File: config.mk
export PLATFORM = sky130hd
export DESIGN_NAME = pending_encoder32x5_flat
export DESIGN_NICKNAME = d
export VERILOG_FILES = /design/src/rtl/pending_encoder32x5_pkg.sv /design/src/rtl/pending_encoder32x5_if.sv /design/src/rtl/pending_encoder32x5_prio_encoder.sv /design/src/rtl/pending_encoder32x5.sv /design/src/flat_wrapper.sv
export SDC_FILE = /design/constraint.sdc
export NUM_CORES = 1
export LEC_CHECK = 0
export BUFFER_PORTS_ARGS = -buffer_cell sky130_fd_sc_hd__buf_4
export CAP_MARGIN = 30
export CORE_ASPECT_RATIO = 1.5
export CORE_MARGIN = 2
export CORE_UTILIZATION = 52
export CTS_CLUSTER_DIAMETER = 50
export DETAILED_ROUTE_END_ITERATION = 10
export PLACE_DENSITY = 0.84
export RECOVER_POWER = 100
export SYNTH_ARGS = -nofsm -noshare
export SYNTH_HDL_FRONTEND = slang
export SYNTH_SLANG_ARGS = --single-unit
File: constraint.sdc
create_clock -name clk -period 4.3 [get_ports clk]
set_clock_uncertainty 0.1 [all_clocks]
set_input_delay 0.215 -clock clk [delete_from_list [all_inputs] [get_ports clk]]
set_output_delay 0.215 -clock clk [all_outputs]
set_load 0.1 [all_outputs]
File: src/rtl/pending_encoder32x5_pkg.sv
// Shared definitions for the pending-event encoder: index/vector widths and FSM state encoding.
// Build option ROUND_ROBIN_EN (see pending_encoder32x5.sv) does not affect this package.
package pending_encoder32x5_pkg;

    localparam int IDX_W = 5;
    localparam int VEC_W = 1 << IDX_W;

    typedef enum logic {
        ST_IDLE    = 1'b0,
        ST_PRESENT = 1'b1
    } state_t;

endpackage

File: src/rtl/pending_encoder32x5_if.sv
// Valid/ready channel carrying one encoded event index per transfer.
interface pending_encoder32x5_if;
    import pending_encoder32x5_pkg::*;

    logic             out_valid;
    logic [IDX_W-1:0] out_idx;
    logic             out_ready;

    modport master (output out_valid, output out_idx, input out_ready);
    modport slave  (input out_valid, input out_idx, output out_ready);

endinterface

File: src/rtl/pending_encoder32x5_prio_encoder.sv
// Lowest-set-bit finder over VEC_W bits, searching upward from a rotate start position and wrapping.
module pending_encoder32x5_prio_encoder
    import pending_encoder32x5_pkg::*;
(
    input  logic [VEC_W-1:0] vec,
    input  logic [IDX_W-1:0] start,
    output logic [IDX_W-1:0] idx,
    output logic             any
);

    logic [2*VEC_W-1:0] dbl;
    logic [VEC_W-1:0]   rot;
    logic [IDX_W-1:0]   off;

    // Rotating right by start puts bit 'start' at position 0, so the lowest
    // set bit of rot is the first hit at or above start (with wrap).
    always_comb begin
        dbl = {vec, vec} >> start;
        rot = dbl[VEC_W-1:0];
        off = '0;
        for (int i = VEC_W - 1; i >= 0; i--) begin
            if (rot[i]) off = IDX_W'(i);
        end
    end

    assign idx = off + start;
    assign any = |vec;

endmodule

File: src/rtl/pending_encoder32x5.sv
// Sticky pending-event collector emitting one binary index per valid/ready transfer.
// Define ROUND_ROBIN_EN for round-robin selection; default build is fixed lowest-index priority.
//
// state      | meaning
// -----------+-------------------------------------------------------
// ST_IDLE    | nothing presented; load an index when en and pending
// ST_PRESENT | out_idx valid and held until the consumer accepts it
module pending_encoder32x5
    import pending_encoder32x5_pkg::*;
(
    input  logic                   clk,
    input  logic                   rst,
    input  logic                   en,
    input  logic [VEC_W-1:0]       set,
    pending_encoder32x5_if.master  bus,
    output logic [VEC_W-1:0]       pending,
    output logic                   empty
);

    state_t           state, state_nx;
    logic             load;
    logic [IDX_W-1:0] sel_idx;
    logic             sel_any;
    logic [IDX_W-1:0] start;
    logic [IDX_W-1:0] out_idx_q;
    logic [VEC_W-1:0] sel_clear;

    pending_encoder32x5_prio_encoder u_prio (
        .vec   (pending),
        .start (start),
        .idx   (sel_idx),
        .any   (sel_any)
    );

`ifdef ROUND_ROBIN_EN
    logic [IDX_W-1:0] last_granted;

    always_ff @(posedge clk) begin
        if (rst) begin
            last_granted <= IDX_W'(VEC_W - 1);
        end else if (load) begin
            last_granted <= sel_idx;
        end
    end

    assign start = last_granted + IDX_W'(1);
`else
    assign start = '0;
`endif

    // A new index is taken from an idle slot or from one freed by a transfer this cycle.
    assign load = en && sel_any &&
                  ((state == ST_IDLE) || ((state == ST_PRESENT) && bus.out_ready));

    assign sel_clear = load ? (VEC_W'(1) << sel_idx) : '0;

    // set is OR'd after the clear so a same-cycle event on the selected bit survives.
    always_ff @(posedge clk) begin
        if (rst) begin
            pending <= '0;
        end else begin
            pending <= (pending & ~sel_clear) | set;
        end
    end

    always_ff @(posedge clk) begin
        if (rst) begin
            out_idx_q <= '0;
        end else if (load) begin
            out_idx_q <= sel_idx;
        end
    end

    always_ff @(posedge clk) begin
        if (rst) begin
            state <= ST_IDLE;
        end else begin
            state <= state_nx;
        end
    end

    always_comb begin
        state_nx = state;
        case (state)
            ST_IDLE: begin
                if (load) state_nx = ST_PRESENT;
            end
            ST_PRESENT: begin
                if (bus.out_ready) state_nx = load ? ST_PRESENT : ST_IDLE;
            end
            default: state_nx = ST_IDLE;
        endcase
    end

    always_comb begin
        bus.out_valid = (state == ST_PRESENT);
        bus.out_idx   = out_idx_q;
        empty         = (pending == '0) && (state != ST_PRESENT);
    end

endmodule

File: src/flat_wrapper.sv
// flat-port wrapper written by rule: the top's interface ports become plain ports
module pending_encoder32x5_flat import pending_encoder32x5_pkg::*;
  (clk, rst, en, set, pending, empty, bus_out_valid, bus_out_idx, bus_out_ready);
  pending_encoder32x5_if bus_i ();
  input  logic clk;
  input  logic rst;
  input  logic en;
  input  logic [VEC_W-1:0] set;
  output logic [VEC_W-1:0] pending;
  output logic empty;
  output wire logic [$bits(bus_i.out_valid)-1:0] bus_out_valid;
  output wire logic [$bits(bus_i.out_idx)-1:0] bus_out_idx;
  input wire logic [$bits(bus_i.out_ready)-1:0] bus_out_ready;
  assign bus_out_valid = bus_i.out_valid;
  assign bus_out_idx = bus_i.out_idx;
  assign bus_i.out_ready = bus_out_ready;
  pending_encoder32x5 u_core (.clk(clk), .rst(rst), .en(en), .set(set), .bus(bus_i), .pending(pending), .empty(empty));
endmodule
==> summary.md <==
| Metric | Value |
|---|---|
| Result of the run | complete, but fails checks |
| Violated checks | max-capacitance violations, max-slew violations |
| Crit path max-delay cell type | sky130_fd_sc_hd__a2111oi_0 |
| Post-synthesis cell area | 1980 µm² |
| Antenna diode instance count | 0 |
| Antenna violations before repair | 0 |
| Register Area | 761 µm² |
| Distinct cells, synth | 48 |
| Max Transition Viols Final | 5 |
| Port bufs | 74 |
| Number of filler cells placed in the layout | 347 |
| Sequential share of the synthesized area | 0.384 |
| CTS tree | done |
| Share of layout cells above drive strength 1 | 0.153 |
| Cell breakdown of the critical path | or3_1, a221oi_2, o21ai_0, a2111oi_0, o41ai_1, a21oi_1 |
| Net Count, Synth | 279 |
| Hold buffers post-CTS | 0 |
| Later-pin clock latency in the skew report | 290 ps |
| Drc violations | 0 |
| Timing-limited maximum frequency | 303 MHz |
| Post-synth EDFFs | 0 |
| Clk Tree Root Cell | sky130_fd_sc_hd__clkbuf_8 |
| Crit path arrival time | 3430 ps |
| Hold slack final | 46.8 ps |
| Vias per std cell | 6.19 |
| Initial drt markers | 64 |
| First-pass GRT wire length | 9340 µm |
| Site Rows | 27 |
| Clk buf depth | 2 |
| Syn-to-layout area delta | 24.8% |
| Combined global-route utilization of all metal layers | 0.294 |
| Vias after detailed routing | 2203 |
| Final cycle utilization of the critical path | 0.769 |
| Area of the die | 4330 µm² |
| Synth warn | 0 |
| Total number of clock tree sinks | 38 |
| TritonRoute pass-1 iters | 4 |
| Number of buffers inserted to repair setup after CTS | 0 |
| Area used by multi-input combinational logic | 1090 µm² |
| Setup tns final | 0 ps |
| Number of hold violations in the final report | 0 |
| Top flip-flop cell by instance count after synthesis | sky130_fd_sc_hd__dfxtp_1 |
| Unrepaired setup endpoints after global routing | no |
| Post-Synthesis Mean Instance Area | 8.15 µm² |
| Min Tclk post-route | 3310 ps |
| Peak supply drop | 0.272 mV |
| Vias in the first global route | 1935 |
| Worst relative slew slack | -0.216 |
| Leading cell types in the layout, fill and taps excluded | sky130_fd_sc_hd__nor2_1, sky130_fd_sc_hd__clkbuf_1, sky130_fd_sc_hd__dfxtp_1 |
| Number of maximum-capacitance violations | 1 |
| Total half-perimeter wirelength after legalization and detailed placement | 4390 µm |
| Post-Route WL | 5970 µm |
| Die width | 54.4 µm |
| Worst Path Max Fanout | 6 |
| Final Net Count | 349 |
| Crit Path Class | flop to flop |
| Total of endpoints with negative setup slack in the final report | 0 |
| H-Tree Level Count | 2 |
| Die Span Y | 79.6 µm |
| Clock transition time at the flip-flop clock pins of the worst setup and hold paths | 70 ps |
| Routability-driven placement congestion ratio | 0.918 |
| Actual transition at the worst max-transition pin | 1780 ps |
| Crit path capture type | flop |
| Commonest non-fill, non-tap cell in the layout | sky130_fd_sc_hd__nor2_1 |
| Count of boundary I/O pins | 75 |
| Final cell utilization of the core | 0.677 |
| Critical path startpoint category | flop |
| Detail Route Antenna Nets | 0 |
| Worst path required time | 4420 ps |
| Highest cell delay on the worst timing path | 1460 ps |
| Maximum number of pins on one net before global-route repair | 39 |
| Placeable Area | 3650 µm² |
| Number of instances in the synthesized netlist | 243 |
| Initial cell density of the core | 0.543 |
| Total congestion overflow after global routing | 0 |
| Number of buffers created by CTS | 5 |
| Synthesized flop and latch total | 38 |
| Classification of the worst-slack hold path | input pin to flop |
| Ys async rst share | 0 |
| Average wire length per cell after detail routing | 16.8 µm |
| Number of gates given a new drive strength after cts | 0 |
| Cell Pwr Density | 439 nW/µm² |
| Design Power | 1.08 mW |
| Static Leak | 0.983 nW |
-- final cells by class --
| cell class | instances | area share |
|---|---|---|
| clock inverters | 1 | 0.0122 |
| multi-input cells | 182 | 0.441 |
| well taps | 43 | 0.0218 |
| inverters | 12 | 0.0182 |
| flip-flops and latches | 38 | 0.308 |
| repair buffers | 74 | 0.166 |
| clock buffers | 6 | 0.0334 |
-- worst max-delay path, delay by kind of cell, from the launching register on --
family | cells | cell delay, ps
AO/OA/AOI/OAI | 5 | 2380
flip-flops | 1 | 390
AND/OR/NAND/NOR | 1 | 380
-- path summary, 6_finish.rpt --
kind / start / to / slack (ps) / depth (start not counted)
min reg2reg: u_core.bus.out_idx[1]$_SDFFE_PP0P_ / u_core.bus.out_idx[1]$_SDFFE_PP0P_ / 400 / 2
max: u_core.pending[18]$_SDFF_PP0_ / u_core.pending[16]$_SDFF_PP0_ / 990 / 6
max reg2reg: u_core.pending[18]$_SDFF_PP0_ / u_core.pending[16]$_SDFF_PP0_ / 990 / 6
min: en / u_core.bus.out_idx[4]$_SDFFE_PP0P_ / 50 / 2
-- per-stage QoR --
step                instance area, µm²  worst slack [ps]  cells
finish                            2470               994    356
global route                      2470               834    356
CTS                               2640              1690    356
detailed placement                2530              1720    349
global placement                  2530              1740    349
floorplan                         1980              1070    243
-- state kept, by name, indices dropped and copies added, names as in the netlist --
register	count
u_core.bus.out_valid	1
u_core.pending	32
u_core.bus.out_idx	5
-- kinds of logic after synthesis --
family,after synthesis,share of synthesized area
compound gates,69,0.273
buf+inv,23,0.0518
flops,38,0.384
mux,3,0.0152
simple gates,110,0.276
-- cells in the mapped netlist (5+ instances only) --
master / count / area (µm²)
sky130_fd_sc_hd__nand2_1: 5 / 18.8
sky130_fd_sc_hd__a21oi_1: 13 / 65.1
sky130_fd_sc_hd__or4_1: 5 / 37.5
sky130_fd_sc_hd__nor3_1: 17 / 85.1
sky130_fd_sc_hd__nor2b_1: 5 / 31.3
sky130_fd_sc_hd__nor4_1: 7 / 43.8
sky130_fd_sc_hd__nor2_1: 53 / 199
sky130_fd_sc_hd__or3_1: 5 / 31.3
sky130_fd_sc_hd__clkbuf_1: 8 / 30.0
sky130_fd_sc_hd__o41ai_1: 5 / 43.8
sky130_fd_sc_hd__dfxtp_1: 38 / 761
sky130_fd_sc_hd__inv_1: 12 / 45.0
sky130_fd_sc_hd__a211oi_1: 22 / 165
-- power by group --
group          switching (mW)  internal, mW  total [mW]
Combinational           0.288        0.0743       0.363
Sequential             0.0351         0.378       0.413
Clock                   0.122         0.186       0.308
Total                   0.445         0.638        1.08
-- routing by layer --
layer,global-route usage,routed length (µm),up-vias
met4,0.150,263,0
met3,0.0506,471,26
li1,-,-,1044
met5,0,0,-
met1,0.355,2320,1021
met2,0.482,2920,112
No activity file was read; power rests on OpenSTA's default activity.
